**src/rtl/audioport_pkg.sv**
```systemverilog
// Shared types and defaults for the audio sample buffer controller.
// Buffer geometry and the playback state encoding live here.
package audioport_pkg;

  localparam int AUDIO_BUFFER_SIZE = 16;
  localparam int AUDIO_SAMPLE_BITS = 24;

  typedef enum logic {
    STOPPED = 1'b0,
    PLAYING = 1'b1
  } abuf_state_t;

endpackage : audioport_pkg

```
**src/rtl/abuf_ram.sv**
```systemverilog
// Sample storage: register array with one synchronous write port and two
// combinational read ports (left sample at raddr0, right sample at raddr1).
module abuf_ram
  import audioport_pkg::*;
#(
  parameter int DEPTH = 2 * AUDIO_BUFFER_SIZE,
  parameter int W     = AUDIO_SAMPLE_BITS,
  parameter int AW    = $clog2(DEPTH)
) (
  input  logic          clk,
  input  logic          rst_n,
  input  logic          we_i,
  input  logic [AW-1:0] waddr_i,
  input  logic [W-1:0]  wdata_i,
  input  logic [AW-1:0] raddr0_i,
  input  logic [AW-1:0] raddr1_i,
  output logic [W-1:0]  rdata0_o,
  output logic [W-1:0]  rdata1_o
);

  logic [W-1:0] mem_q [DEPTH];

  // Sample array write port
  always_ff @(posedge clk or negedge rst_n) begin
    if (!rst_n) begin
      for (int i = 0; i < DEPTH; i++) begin
        mem_q[i] <= '0;
      end
    end else if (we_i) begin
      mem_q[waddr_i] <= wdata_i;
    end
  end

  assign rdata0_o = mem_q[raddr0_i];
  assign rdata1_o = mem_q[raddr1_i];

endmodule : abuf_ram

```
**src/rtl/abuf_scheduler.sv**
```systemverilog
// Ping-pong audio buffer controller: APB sample writes in, one stereo pair
// per I2S request out, with half-buffer interrupt and sticky error flags.
module abuf_scheduler
  import audioport_pkg::*;
#(
  parameter int ABUF_PAIRS  = AUDIO_BUFFER_SIZE,
  parameter int SAMPLE_BITS = AUDIO_SAMPLE_BITS
) (
  input  logic                         clk,
  input  logic                         rst_n,
  input  logic                         start_in,
  input  logic                         stop_in,
  input  logic                         clr_in,
  input  logic                         wr_in,
  input  logic [SAMPLE_BITS-1:0]       wdata_in,
  input  logic                         req_in,
  input  logic                         irq_ack_in,
  output logic [1:0][SAMPLE_BITS-1:0]  abuf_out,
  output logic                         tick_out,
  output logic                         play_out,
  output logic                         irq_out,
  output logic [$clog2(ABUF_PAIRS):0]  level_out,
  output logic                         full_out,
  output logic                         empty_out,
  output logic                         uflow_out,
  output logic                         oflow_out
);

  localparam int DEPTH = 2 * ABUF_PAIRS;
  localparam int AW    = $clog2(DEPTH);
  localparam int CW    = AW + 1;
  localparam logic [AW-2:0] HALF_LAST = (AW-1)'(ABUF_PAIRS / 2 - 1);
  localparam logic [AW-2:0] FULL_LAST = (AW-1)'(ABUF_PAIRS - 1);

  abuf_state_t state_q, state_d;
  logic [AW-1:0] wr_ptr_q, wr_ptr_d;
  logic [AW-1:0] rd_ptr_q, rd_ptr_d;
  logic [CW-1:0] count_q, count_d;
  logic [1:0][SAMPLE_BITS-1:0] abuf_q, abuf_d;
  logic tick_q, tick_d;
  logic play_q, play_d;
  logic irq_q, irq_d;
  logic uflow_q, uflow_d;
  logic oflow_q, oflow_d;

  logic full_s, empty_s, rd_req_s, rd_ok_s, wr_ok_s, wr_drop_s, irq_hit_s;
  logic [AW-1:0] rd_ptr1_s;
  logic [AW-2:0] rd_pair_s;
  logic [SAMPLE_BITS-1:0] left_s, right_s;

  abuf_ram #(
    .DEPTH (DEPTH),
    .W     (SAMPLE_BITS),
    .AW    (AW)
  ) u_ram (
    .clk      (clk),
    .rst_n    (rst_n),
    .we_i     (wr_ok_s),
    .waddr_i  (wr_ptr_q),
    .wdata_i  (wdata_in),
    .raddr0_i (rd_ptr_q),
    .raddr1_i (rd_ptr1_s),
    .rdata0_o (left_s),
    .rdata1_o (right_s)
  );

  // Playback state register
  always_ff @(posedge clk or negedge rst_n) begin
    if (!rst_n) begin
      state_q <= STOPPED;
    end else begin
      state_q <= state_d;
    end
  end

  // Next state: stop dominates a simultaneous start
  always_comb begin
    state_d = state_q;
    case (state_q)
      STOPPED: begin
        if (start_in && !stop_in) state_d = PLAYING;
        else                      state_d = STOPPED;
      end
      PLAYING: begin
        if (stop_in) state_d = STOPPED;
        else         state_d = PLAYING;
      end
      default: state_d = STOPPED;
    endcase
  end

  // FSM output: play flag tracks the state being entered
  always_comb begin
    play_d = 1'b0;
    case (state_d)
      PLAYING: play_d = 1'b1;
      STOPPED: play_d = 1'b0;
      default: play_d = 1'b0;
    endcase
  end

  assign full_s    = (count_q == CW'(DEPTH));
  assign empty_s   = (count_q[CW-1:1] == '0);
  assign rd_ptr1_s = rd_ptr_q + AW'(1);
  assign rd_pair_s = rd_ptr_q[AW-1:1];
  // clr_in takes priority over both data paths
  assign rd_req_s  = req_in && (state_q == PLAYING) && !clr_in;
  assign rd_ok_s   = rd_req_s && !empty_s;
  assign wr_ok_s   = wr_in && !full_s && !clr_in;
  assign wr_drop_s = wr_in && full_s && !clr_in;
  assign irq_hit_s = rd_ok_s && ((rd_pair_s == HALF_LAST) || (rd_pair_s == FULL_LAST));

  // Pointer, count, output pair and flag next-state
  always_comb begin
    wr_ptr_d = wr_ptr_q;
    rd_ptr_d = rd_ptr_q;
    count_d  = count_q;
    abuf_d   = abuf_q;
    tick_d   = 1'b0;
    irq_d    = irq_q;
    uflow_d  = uflow_q;
    oflow_d  = oflow_q;
    if (clr_in) begin
      wr_ptr_d = '0;
      rd_ptr_d = '0;
      count_d  = '0;
      abuf_d   = '0;
      irq_d    = 1'b0;
      uflow_d  = 1'b0;
      oflow_d  = 1'b0;
    end else begin
      if (wr_ok_s) wr_ptr_d = wr_ptr_q + AW'(1);
      else         wr_ptr_d = wr_ptr_q;
      if (wr_drop_s) oflow_d = 1'b1;
      else           oflow_d = oflow_q;
      count_d = count_q + (wr_ok_s ? CW'(1) : CW'(0)) - (rd_ok_s ? CW'(2) : CW'(0));
      tick_d  = rd_req_s;
      if (rd_ok_s) begin
        rd_ptr_d = rd_ptr_q + AW'(2);
        abuf_d   = {right_s, left_s};
      end else if (rd_req_s) begin
        abuf_d   = '0;
        uflow_d  = 1'b1;
      end else begin
        abuf_d   = abuf_q;
      end
      if (irq_hit_s)       irq_d = 1'b1;
      else if (irq_ack_in) irq_d = 1'b0;
      else                 irq_d = irq_q;
    end
  end

  // Datapath and flag registers
  always_ff @(posedge clk or negedge rst_n) begin
    if (!rst_n) begin
      wr_ptr_q <= '0;
      rd_ptr_q <= '0;
      count_q  <= '0;
      abuf_q   <= '0;
      tick_q   <= 1'b0;
      play_q   <= 1'b0;
      irq_q    <= 1'b0;
      uflow_q  <= 1'b0;
      oflow_q  <= 1'b0;
    end else begin
      wr_ptr_q <= wr_ptr_d;
      rd_ptr_q <= rd_ptr_d;
      count_q  <= count_d;
      abuf_q   <= abuf_d;
      tick_q   <= tick_d;
      play_q   <= play_d;
      irq_q    <= irq_d;
      uflow_q  <= uflow_d;
      oflow_q  <= oflow_d;
    end
  end

  assign abuf_out  = abuf_q;
  assign tick_out  = tick_q;
  assign play_out  = play_q;
  assign irq_out   = irq_q;
  assign level_out = count_q[CW-1:1];
  assign full_out  = full_s;
  assign empty_out = empty_s;
  assign uflow_out = uflow_q;
  assign oflow_out = oflow_q;

endmodule : abuf_scheduler

```
**config.mk**
```make
export PLATFORM = sky130hd
export DESIGN_NAME = abuf_scheduler
export DESIGN_NICKNAME = d
export VERILOG_FILES = /design/src/rtl/audioport_pkg.sv /design/src/rtl/abuf_ram.sv /design/src/rtl/abuf_scheduler.sv
export SDC_FILE = /design/constraint.sdc
export NUM_CORES = 1
export LEC_CHECK = 0
export BUFFER_PORTS_ARGS = -buffer_cell sky130_fd_sc_hd__buf_2
export CAP_MARGIN = 30
export CORE_ASPECT_RATIO = 0.75
export CORE_MARGIN = 5
export CORE_UTILIZATION = 45
export DETAILED_ROUTE_END_ITERATION = 8
export GPL_TIMING_DRIVEN = 0
export PLACE_DENSITY = 0.65
export SLEW_MARGIN = 20
export SYNTH_ARGS = -nofsm -noshare
export SYNTH_HDL_FRONTEND = slang
export SYNTH_SLANG_ARGS = --single-unit
```
**constraint.sdc**
```tcl
create_clock -name clk -period 4.55 [get_ports clk]
set_input_delay 0.91 -clock clk [delete_from_list [all_inputs] [get_ports clk]]
set_output_delay 0.91 -clock clk [all_outputs]
set_load 0.005 [all_outputs]
```
==> results_dict.tcl, run 1 <==
set metrics [dict create \
    power_density_nw_per_um2 410 \
    finalSetupViolations 0 \
    crit_type "flop to output port" \
    grt_overflow 0 \
    rsz0062_at_grt "false" \
    layout_setup_ws_ns 1.52 \
    antenna_found_initial 2 \
    core.rowCount 92 \
    finalHoldViolations 0 \
    insertion_delay_ns 0.64 \
    drt-initial-drc-count 1975 \
    synth_top_area_share_pct 55.3 \
    synth_edf_count 0 \
    syn_area_um2 37900 \
    end_kind "output port" \
    cp.required_ns 3.64 \
    async_flop_share_pct 100 \
    clk_pin_slew_ns 0.06 \
    first_global_vias 23827 \
    grt_usage_pct 24.5 \
    synth_fp_nets 2394 \
    worstMarginPinSlew_ns 1.06 \
    portBuffers 91 \
    drt_wl_total_um 108000 \
    slew_headroom_pct 29.2 \
    place_hpwl_um 76200 \
    peakVddDrop_v 0.000250 \
    synth_flop_cell "dfrtp_1" \
    status "complete, no violations" \
    cp.arrival_ns 2.12 \
    synthCells 2348 \
    clockRootBuffer "clkbuf_16" \
    cts_tree "done" \
    ys_types 44 \
    synth_area_per_cell_um2 16.1 \
    fin_nets 2592 \
    initial_core_util_pct 45.2 \
    fin_tns_setup_ns 0 \
    synth_seq_area_share_pct 55.3 \
    cap_violations 0 \
    numClockSinks 836 \
    grt_first_pass_wirelength_um 161000 \
    core_um2 83800 \
    yosysTopAreaCell "dfrtp_1" \
    slew_viol_final 0 \
    synth.area.top_cells "dfrtp_1 55%, mux2_2 22%, mux4_2 11%, buf_6 1.9%, mux2i_1 1.3%" \
    dieArea_um2 90100 \
    ctsHoldBuffers 0 \
    yosysWarningCount 0 \
    grt_max_degree 105 \
    ys_ff_latch 836 \
    die_w_um 345 \
    die_h_um 261 \
    vias 22095 \
    p_leak_nw 21.0 \
    clk_path_buf_depth 3 \
    ctsResizeCount 0 \
    critPathMaxFanout 5 \
    layout-drive-gt1-share_pct 51.2 \
    area_growth_pct 13.3 \
    skew_ns 0.0220 \
    gp_congestion 0.847 \
    routedWlPerCell_um 28.9 \
    pin_count 92 \
    drt-vias-per-instance 5.90 \
    hp-class "primary input to async pin" \
    cts_setup_buffers 0 \
    dr.pass1.iters 5 \
    antenna_left 0 \
    period_share_pct 66.6 \
    max_freq_mhz 330 \
    num-fill-cells 6950 \
    cts_made_buffers 86 \
    cp-start-kind "flop" \
    fin_crit_ns 3.03 \
    drc 0 \
    pre_cts_slack_ns 1.12 \
    htree_levels 3 \
]
worst max-delay path, stage by stage, from the launching register on:
cell	delay, ns
dfrtp_1	0.40
inv_1	0.12
ha_1	0.17
or4b_4	0.49
inv_2	0.18
buf_2	0.15
final timing paths:
check	from	cells after the start	end	slack (ns)
min	rst_n	1	u_ram.mem_q[522]	0.14
min reg2reg	u_ram.mem_q[60]	1	u_ram.mem_q[60]	0.49
min in group clk	stop_in	2	play_out	0.44
max in group asynchronous	rst_n	5	u_ram.mem_q[559]	2.39
max	count_q[3]	5	empty_out	1.52
max reg2reg	count_q[3]	8	abuf_out[37]	1.59
flip-flops by register name, indices dropped and copies added, names as in the netlist:
| name | count |
|---|---|
| u_ram.mem_q | 768 |
| abuf_out | 48 |
| count_q | 6 |
| wr_ptr_q | 5 |
| rd_ptr_q | 4 |
| irq_out | 1 |
| oflow_out | 1 |
| play_out | 1 |
| tick_out | 1 |
| uflow_out | 1 |
layout make-up:
class | count | area (µm²) | area share (%)
Clock inverter | 21 | 206 | 0.481
Sequential cell | 836 | 20900 | 48.8
Timing Repair Buffer | 110 | 826 | 1.92
Buffer | 222 | 1410 | 3.28
Multi-Input combinational cell | 1275 | 15500 | 36.1
Clock buffer | 132 | 2590 | 6.03
Tap cell | 1128 | 1410 | 3.29
Antenna cell | 4 | 10.0 | 0.0233
Inverter | 15 | 56.3 | 0.131
synthesized netlist by cell type (2+ instances only):
cell        n
a21oi_1     8
xnor2_1     3
xor2_1      4
a22oi_1    48
dfrtp_1   836
mux2i_1    48
inv_2       2
mux2_4     15
and3_1      2
nor2_1     15
buf_2      40
inv_1      13
mux4_2    192
o21ai_0     4
nand2b_1    3
mux2_2    727
mux2_1     27
and3b_1     2
buf_1       5
buf_6      64
buf_4      10
clkbuf_1  103
nand2_4    32
o211ai_1   48
nor3b_4     3
nand2_1    53
ha_1       14
nand3_1     6
nor3b_1     4
or3_1       3
cell usage in the layout (no fill, tap or decap), types with 8 or more instances in the layout:
cell type  netlist  layout
mux4_2         192     192
buf_16           0       9
buf_2           40     131
buf_6           64      74
mux2_4          15      15
mux2i_1         48      48
clkbuf_16        0      88
mux2_2         727     727
nor2_1          15      15
o211ai_1        48      48
ha_1            14      14
dfrtp_1        836     836
nand2_1         53      53
mux2_1          27      27
nand2_4         32      32
buf_4           10      10
a21oi_1          8       8
clkinv_2         0      13
clkbuf_8         0      22
clkbuf_1       103     122
a22oi_1         48      48
inv_1           13      13
cells by family (layout without fill, tap and decap cells):
kind of cell | count (synthesis) | in the layout | share of synthesized area (%)
other | 0 | 4 | 0
AND/OR/NAND/NOR | 132 | 132 | 2.40
buffers and inverters | 237 | 500 | 3.85
multiplexers | 1009 | 1009 | 35.7
adder cells (fa/ha/maj) | 14 | 14 | 0.463
AO/OA/AOI/OAI | 113 | 113 | 2.16
flip-flops | 836 | 836 | 55.3
XOR/XNOR | 7 | 7 | 0.162
metrics by stage:
stage / instance area, µm² / power (mW) / util, % / hold WS [ns] / instances
6_report: 42900 / 17.6 / 51.2 / 0.140 / 3743
5_1_grt: 42900 / 18.2 / 51.2 / 0.134 / 3740
2_1_floorplan: 37900 / 9.77 / - / 0.459 / 2348
3_5_place_dp: 40100 / 10.7 / 47.8 / 0.476 / 3584
4_1_cts: 42900 / 17.7 / 51.2 / 0.113 / 3737
3_3_place_gp: 39700 / 10.5 / 47.4 / 0.468 / 3567
layer usage:
| metal | GRT usage (%) | share of wire [%] | up-vias |
|---|---|---|---|
| met1 | 35.7 | 45 | 12103 |
| met3 | 7.48 | 8.6 | 134 |
| met2 | 36.3 | 44 | 736 |
| met5 | 0 | 0 | - |
| met4 | 5.78 | 2.3 | 0 |
| li1 | - | - | 9122 |
power breakdown:
part	internal [mW]	total, mW	switching [mW]
clock	4.08	7.05	2.97
sequential	7.93	8.21	0.278
combinational	1.11	2.32	1.21
Power figures use the tool's default switching activity.
==> run 2: changes to the inputs <==
- PLACE_DENSITY: 0.65 -> 0.67
- clock period: 4.55 -> 2.7 ns (I/O delays scaled with it)
==> run 2 against run 1 <==
Compared with the run above: flip-flop and latch count is the same; worst setup slack worse by 1.4 ns; highest routed layer is now met5; routed wire length about the same.
==> results_dict.tcl, run 2 (same netlist as run 1, synthesis figures left out) <==
set metrics [dict create \
    status "complete, no violations" \
    critPathMaxFanout 10 \
    dr.pass1.iters 5 \
    cap_violations 0 \
    grt_first_pass_wirelength_um 160000 \
    cts_tree "done" \
    p_leak_nw 21.1 \
    fin_crit_ns 2.62 \
    multiInputGateArea_um2 15500 \
    period_share_pct 96.9 \
    layout_setup_ws_ns 0.0837 \
    crit_slowest_cell "or4b_4" \
    p_int_mw 22.2 \
    fin_nets 2592 \
    pre_cts_slack_ns -0.446 \
    path_buf_inv 4 \
    core.rowCount 92 \
    use_met3_pct 5.66 \
    grt.busiest_layer "met2" \
    seq_area_um2 20900 \
    num-fill-cells 6952 \
    place_hpwl_um 75700 \
    pin_count 92 \
    dieArea_um2 90100 \
    hold_slack_ns 0.0451 \
    clk_pin_slew_ns 0.06 \
    hp-class "primary input to flop" \
    insertion_delay_ns 0.65 \
    rsz0062_at_grt "true" \
    cp.required_ns 3.20 \
    p_sw_mw 7.64 \
    numClockSinks 836 \
    combinationalPowerShare_pct 13.4 \
    crit_path_frequent_cell "buf_2" \
    grt_usage_pct 24.3 \
    die_w_um 345 \
    drt-vias-per-instance 5.93 \
    critPathLaunch "count_q[3]" \
    seqPwrFrac_pct 46.4 \
    cts_made_buffers 86 \
    critPathTopFamily "buffers and inverters" \
    max_freq_mhz 382 \
    antenna_left 0 \
    clk_path_buf_depth 3 \
    antenna_found_initial 7 \
    largest_reg_flops 768 \
    layout-drive-gt1-share_pct 51.6 \
    layout_commonest_cell "dfrtp_1" \
    htree_levels 3 \
    skew_ns 0.0221 \
    initial_core_util_pct 45.2 \
    end_kind "flop" \
    core_um2 83800 \
    peakVddDrop_v 0.000423 \
    drt_wl_total_um 108000 \
    vias 22180 \
    crit_type "flop to flop" \
    drt-initial-drc-count 2256 \
    utilization_pct 51.4 \
    cp-start-kind "flop" \
    drc 0 \
    clockRootBuffer "clkbuf_16" \
    use_met2_pct 36.3 \
    pwr-share-clk_pct 40.1 \
    cp_slowest_stage_delay_ns 0.52 \
    first_global_vias 23394 \
    finalSetupViolations 0 \
    worstReg2RegStart "count_q[3]" \
    power_density_nw_per_um2 693 \
    slew_headroom_pct 28.9 \
    finalHoldViolations 0 \
    layout_common_cells "836 x dfrtp_1, 727 x mux2_2, 192 x mux4_2" \
    timing.critical_path.cells "inv_2, ha_1, or4b_4, inv_8, or3_1, buf_2, buf_2, o211ai_1" \
    cp.arrival_ns 3.12 \
    p_sw_share_pct 25.6 \
    routedWlPerCell_um 28.9 \
    portBuffers 91 \
    regMostFlops "u_ram.mem_q" \
    slew_viol_final 0 \
    grt_overflow 0 \
    met1_usage_pct 36.1 \
    area_growth_pct 13.7 \
    worstMarginPinSlew_ns 1.07 \
    grt_max_degree 107 \
    gp_congestion 0.848 \
    min_from "stop_in" \
    die_h_um 261 \
]
-- run 2: final timing paths --
| path | slack (ns) | to | cells past startpoint |
|---|---|---|---|
| worst min register to register | 0.48 | u_ram.mem_q[56] | 1 |
| min in group asynchronous | 0.46 | u_ram.mem_q[520] | 3 |
| max in group asynchronous | 0.39 | u_ram.mem_q[296] | 7 |
| worst max-delay path | 0.08 | abuf_out[6] | 8 |
| worst min-delay path | 0.05 | play_out | 2 |
| worst max register to register | 0.08 | abuf_out[6] | 8 |
-- run 2: power groups by stage --
| stage | Clock, mW | Combinational [mW] | Sequential [mW] |
|---|---|---|---|
| after floorplan | 0 | 2.58 | 13.9 |
| after global placement | 0 | 3.75 | 14.0 |
| after detailed placement | 0 | 3.94 | 14.0 |
| after CTS | 12.2 | 3.98 | 13.8 |
| after global routing | 12.7 | 4.32 | 13.9 |
| final | 12.0 | 4.00 | 13.8 |
-- run 2: final cells by class --
type / instances / area share [%]
sequential: 836 / 48.6
multi-input combinational: 1275 / 36.0
clock buffer: 125 / 5.78
buffer: 222 / 3.36
tap: 1128 / 3.28
timing repair buffer: 110 / 2.00
clock inverter: 29 / 0.773
inverter: 15 / 0.148
antenna: 3 / 0.0174
-- run 2: timing repair --
item / in CTS / in global routing
pin swaps: 0 / 1
buffers inserted: 0 / 0
endpoints found under the hold margin: 53 / 0
endpoints found under the setup margin: 17 / 126
hold buffers: 2 / 0
gates cloned: 0 / 1
gates resized for setup: 10 / 22
-- run 2: layer usage --
metal  vias to the layer above  part of all wire [%]
met5                         -                 0.042
met4                         6                   2.8
met3                       161                   7.5
met2                       751                    45
met1                     12149                    45
li1                       9113                     -
-- run 2: through the flow --
| stage | power [mW] | TNS [ns] | instances | cell area [µm²] |
|---|---|---|---|---|
| finish | 29.8 | 0 | 3743 | 43000 |
| global route | 30.9 | -0.00920 | 3741 | 43000 |
| CTS | 30.0 | 0 | 3738 | 42900 |
| detailed placement | 18.0 | -33.45 | 3582 | 40100 |
| global placement | 17.7 | - | 3567 | 39700 |
| floorplan | 16.5 | 0 | 2348 | 37900 |
==> run 3: changes to the inputs <==
- CORE_ASPECT_RATIO: 0.75 -> 0.7
==> run 3 against run 2 <==
Compared with the run above: the run now ends with negative hold slack left; hold slack got worse by 0.24 ns; non-clock buffer count fell by 2; die area barely moved; sequential share of layout area fell by 0.12 points; highest routed layer unchanged; critical endpoint is now abuf_out[9]; fmax barely moved; sequential power barely moved; flip-flop and latch count did not move.
==> results_dict.tcl, run 3 (same netlist as run 1, synthesis figures left out) <==
set metrics [dict create \
    drt-initial-drc-count 1796 \
    worstMarginPinSlew_ns 1.04 \
    cp-start-kind "flop" \
    numClockSinks 836 \
    end_kind "flop" \
    p_int_mw 22.8 \
    die_h_um 253 \
    core_um2 83900 \
    layout_setup_ws_ns 0.0843 \
    rsz0062_at_grt "true" \
    critPathLaunch "count_q[3]" \
    clockRootBuffer "clkbuf_16" \
    violations "negative hold slack" \
    insertion_delay_ns 0.65 \
    layout-drive-gt1-share_pct 51.6 \
    crit_type "flop to flop" \
    cap_violations 0 \
    place_hpwl_um 75700 \
    slew_headroom_pct 30.6 \
    grt_max_degree 109 \
    total_power_mw 30.4 \
    die_w_um 357 \
    cts_made_buffers 84 \
    drt_wl_total_um 107000 \
    hp-class "primary input to async pin" \
    pwr-share-clk_pct 41.4 \
    p_sw_share_pct 25.1 \
    fin_nets 2588 \
    htree_levels 3 \
    skew_ns 0.0326 \
    status "finished with violations" \
    dr.pass1.iters 6 \
    p_leak_nw 21.1 \
    pin_count 92 \
    combinationalPowerShare_pct 13.1 \
    core.rowCount 89 \
    clk_pin_slew_ns 0.06 \
    drc 0 \
    grt_overflow 0 \
    p_sw_mw 7.62 \
    vias 22090 \
    clk_path_buf_depth 3 \
    regMostFlops "u_ram.mem_q" \
    dieArea_um2 90100 \
    initial_core_util_pct 45.2 \
    antenna_found_initial 8 \
    first_global_vias 23514 \
    pre_cts_slack_ns -0.434 \
    area_growth_pct 13.9 \
    layout_commonest_cell "dfrtp_1" \
    grt_usage_pct 24.2 \
    fin_crit_ns 2.62 \
    seqPwrFrac_pct 45.5 \
    portBuffers 91 \
    power_density_nw_per_um2 705 \
    gp_congestion 0.860 \
    routedWlPerCell_um 28.7 \
    critPathMaxFanout 10 \
    hold_slack_ns -0.193 \
    finalSetupViolations 0 \
    cp.arrival_ns 3.12 \
    grt_first_pass_wirelength_um 160000 \
    worstReg2RegStart "count_q[3]" \
    cts_tree "done" \
    slew_viol_final 0 \
    cp.required_ns 3.20 \
    period_share_pct 96.9 \
    antenna_left 0 \
    max_freq_mhz 382 \
    finalHoldViolations 91 \
    peakVddDrop_v 0.000567 \
    drt-vias-per-instance 5.90 \
    layout_common_cells "836 x dfrtp_1, 727 x mux2_2, 192 x mux4_2" \
    largest_reg_flops 768 \
]
## run 3: changes by cell type in the layout (fill, tap and decap cells not counted), sizes merged
cell / delta
buf: -3
clkinvlp: +3
clkbuf: -4
inv: -4
bufinv: +7
dlygate4sd3: -1
clkinv: -3
diode: -2
## run 3: final timing paths
check	endpoint	slack (ns)	cells past startpoint
max	abuf_out[9]	0.08	8
min	u_ram.mem_q[568]	-0.19	1
max reg2reg	abuf_out[9]	0.08	8
min reg2reg	u_ram.mem_q[54]	0.49	1
max in group asynchronous	u_ram.mem_q[511]	0.60	5
min in group clk	play_out	0.06	2
## run 3: layout make-up
type	count	area [µm²]
well taps	1137	1420
diodes	1	2.50
multi-input cells	1275	15500
repair buffers	108	796
clock buffers	119	2460
fillers	6835	40700
inverters	15	63.8
flip-flops and latches	836	20900
clock inverters	32	523
plain buffers	222	1450
## run 3: layer usage
layer	share of wire [%]	GRT usage, %
met2	44	35.7
met1	44	35.0
met5	0.012	0
met4	2.4	5.40
met3	9.7	8.22
## run 3: through the flow
stage / util (%) / hold slack, ns / area (µm²) / instances / TNS [ns]
floorplan: - / 0.244 / 37900 / 2348 / 0
global placement: 47.4 / 0.468 / 39700 / 3576 / -
detailed placement: 47.8 / 0.478 / 40100 / 3591 / -69.73
CTS: 51.4 / -0.0673 / 43100 / 3742 / 0
global route: 51.4 / -0.165 / 43100 / 3744 / -0.0874
finish: 51.4 / -0.193 / 43100 / 3745 / 0
## run 3: power by group through the flow
stage	combinational [mW]	sequential, mW	clock [mW]
6_report	3.97	13.9	12.6
5_1_grt	4.33	13.9	13.3
4_1_cts	3.94	13.8	12.8
3_5_place_dp	3.90	14.1	0
3_3_place_gp	3.74	14.0	0
2_1_floorplan	2.58	13.9	0
## run 3: critical path: stages (launching register included)
cell	delay (ns)
dfrtp_1	0.41
inv_2	0.09
ha_1	0.15
or4b_4	0.51
inv_8	0.12
or3_1	0.29
buf_2	0.35
clkbuf_4	0.39
o211ai_1	0.17
## run 3: repair_timing
action                                  CTS  global route
gates cloned                              0             0
hold endpoints to repair                 91            91
setup buffers                             0             2
endpoints found under the setup margin   18            63
gates resized for setup                   9            24
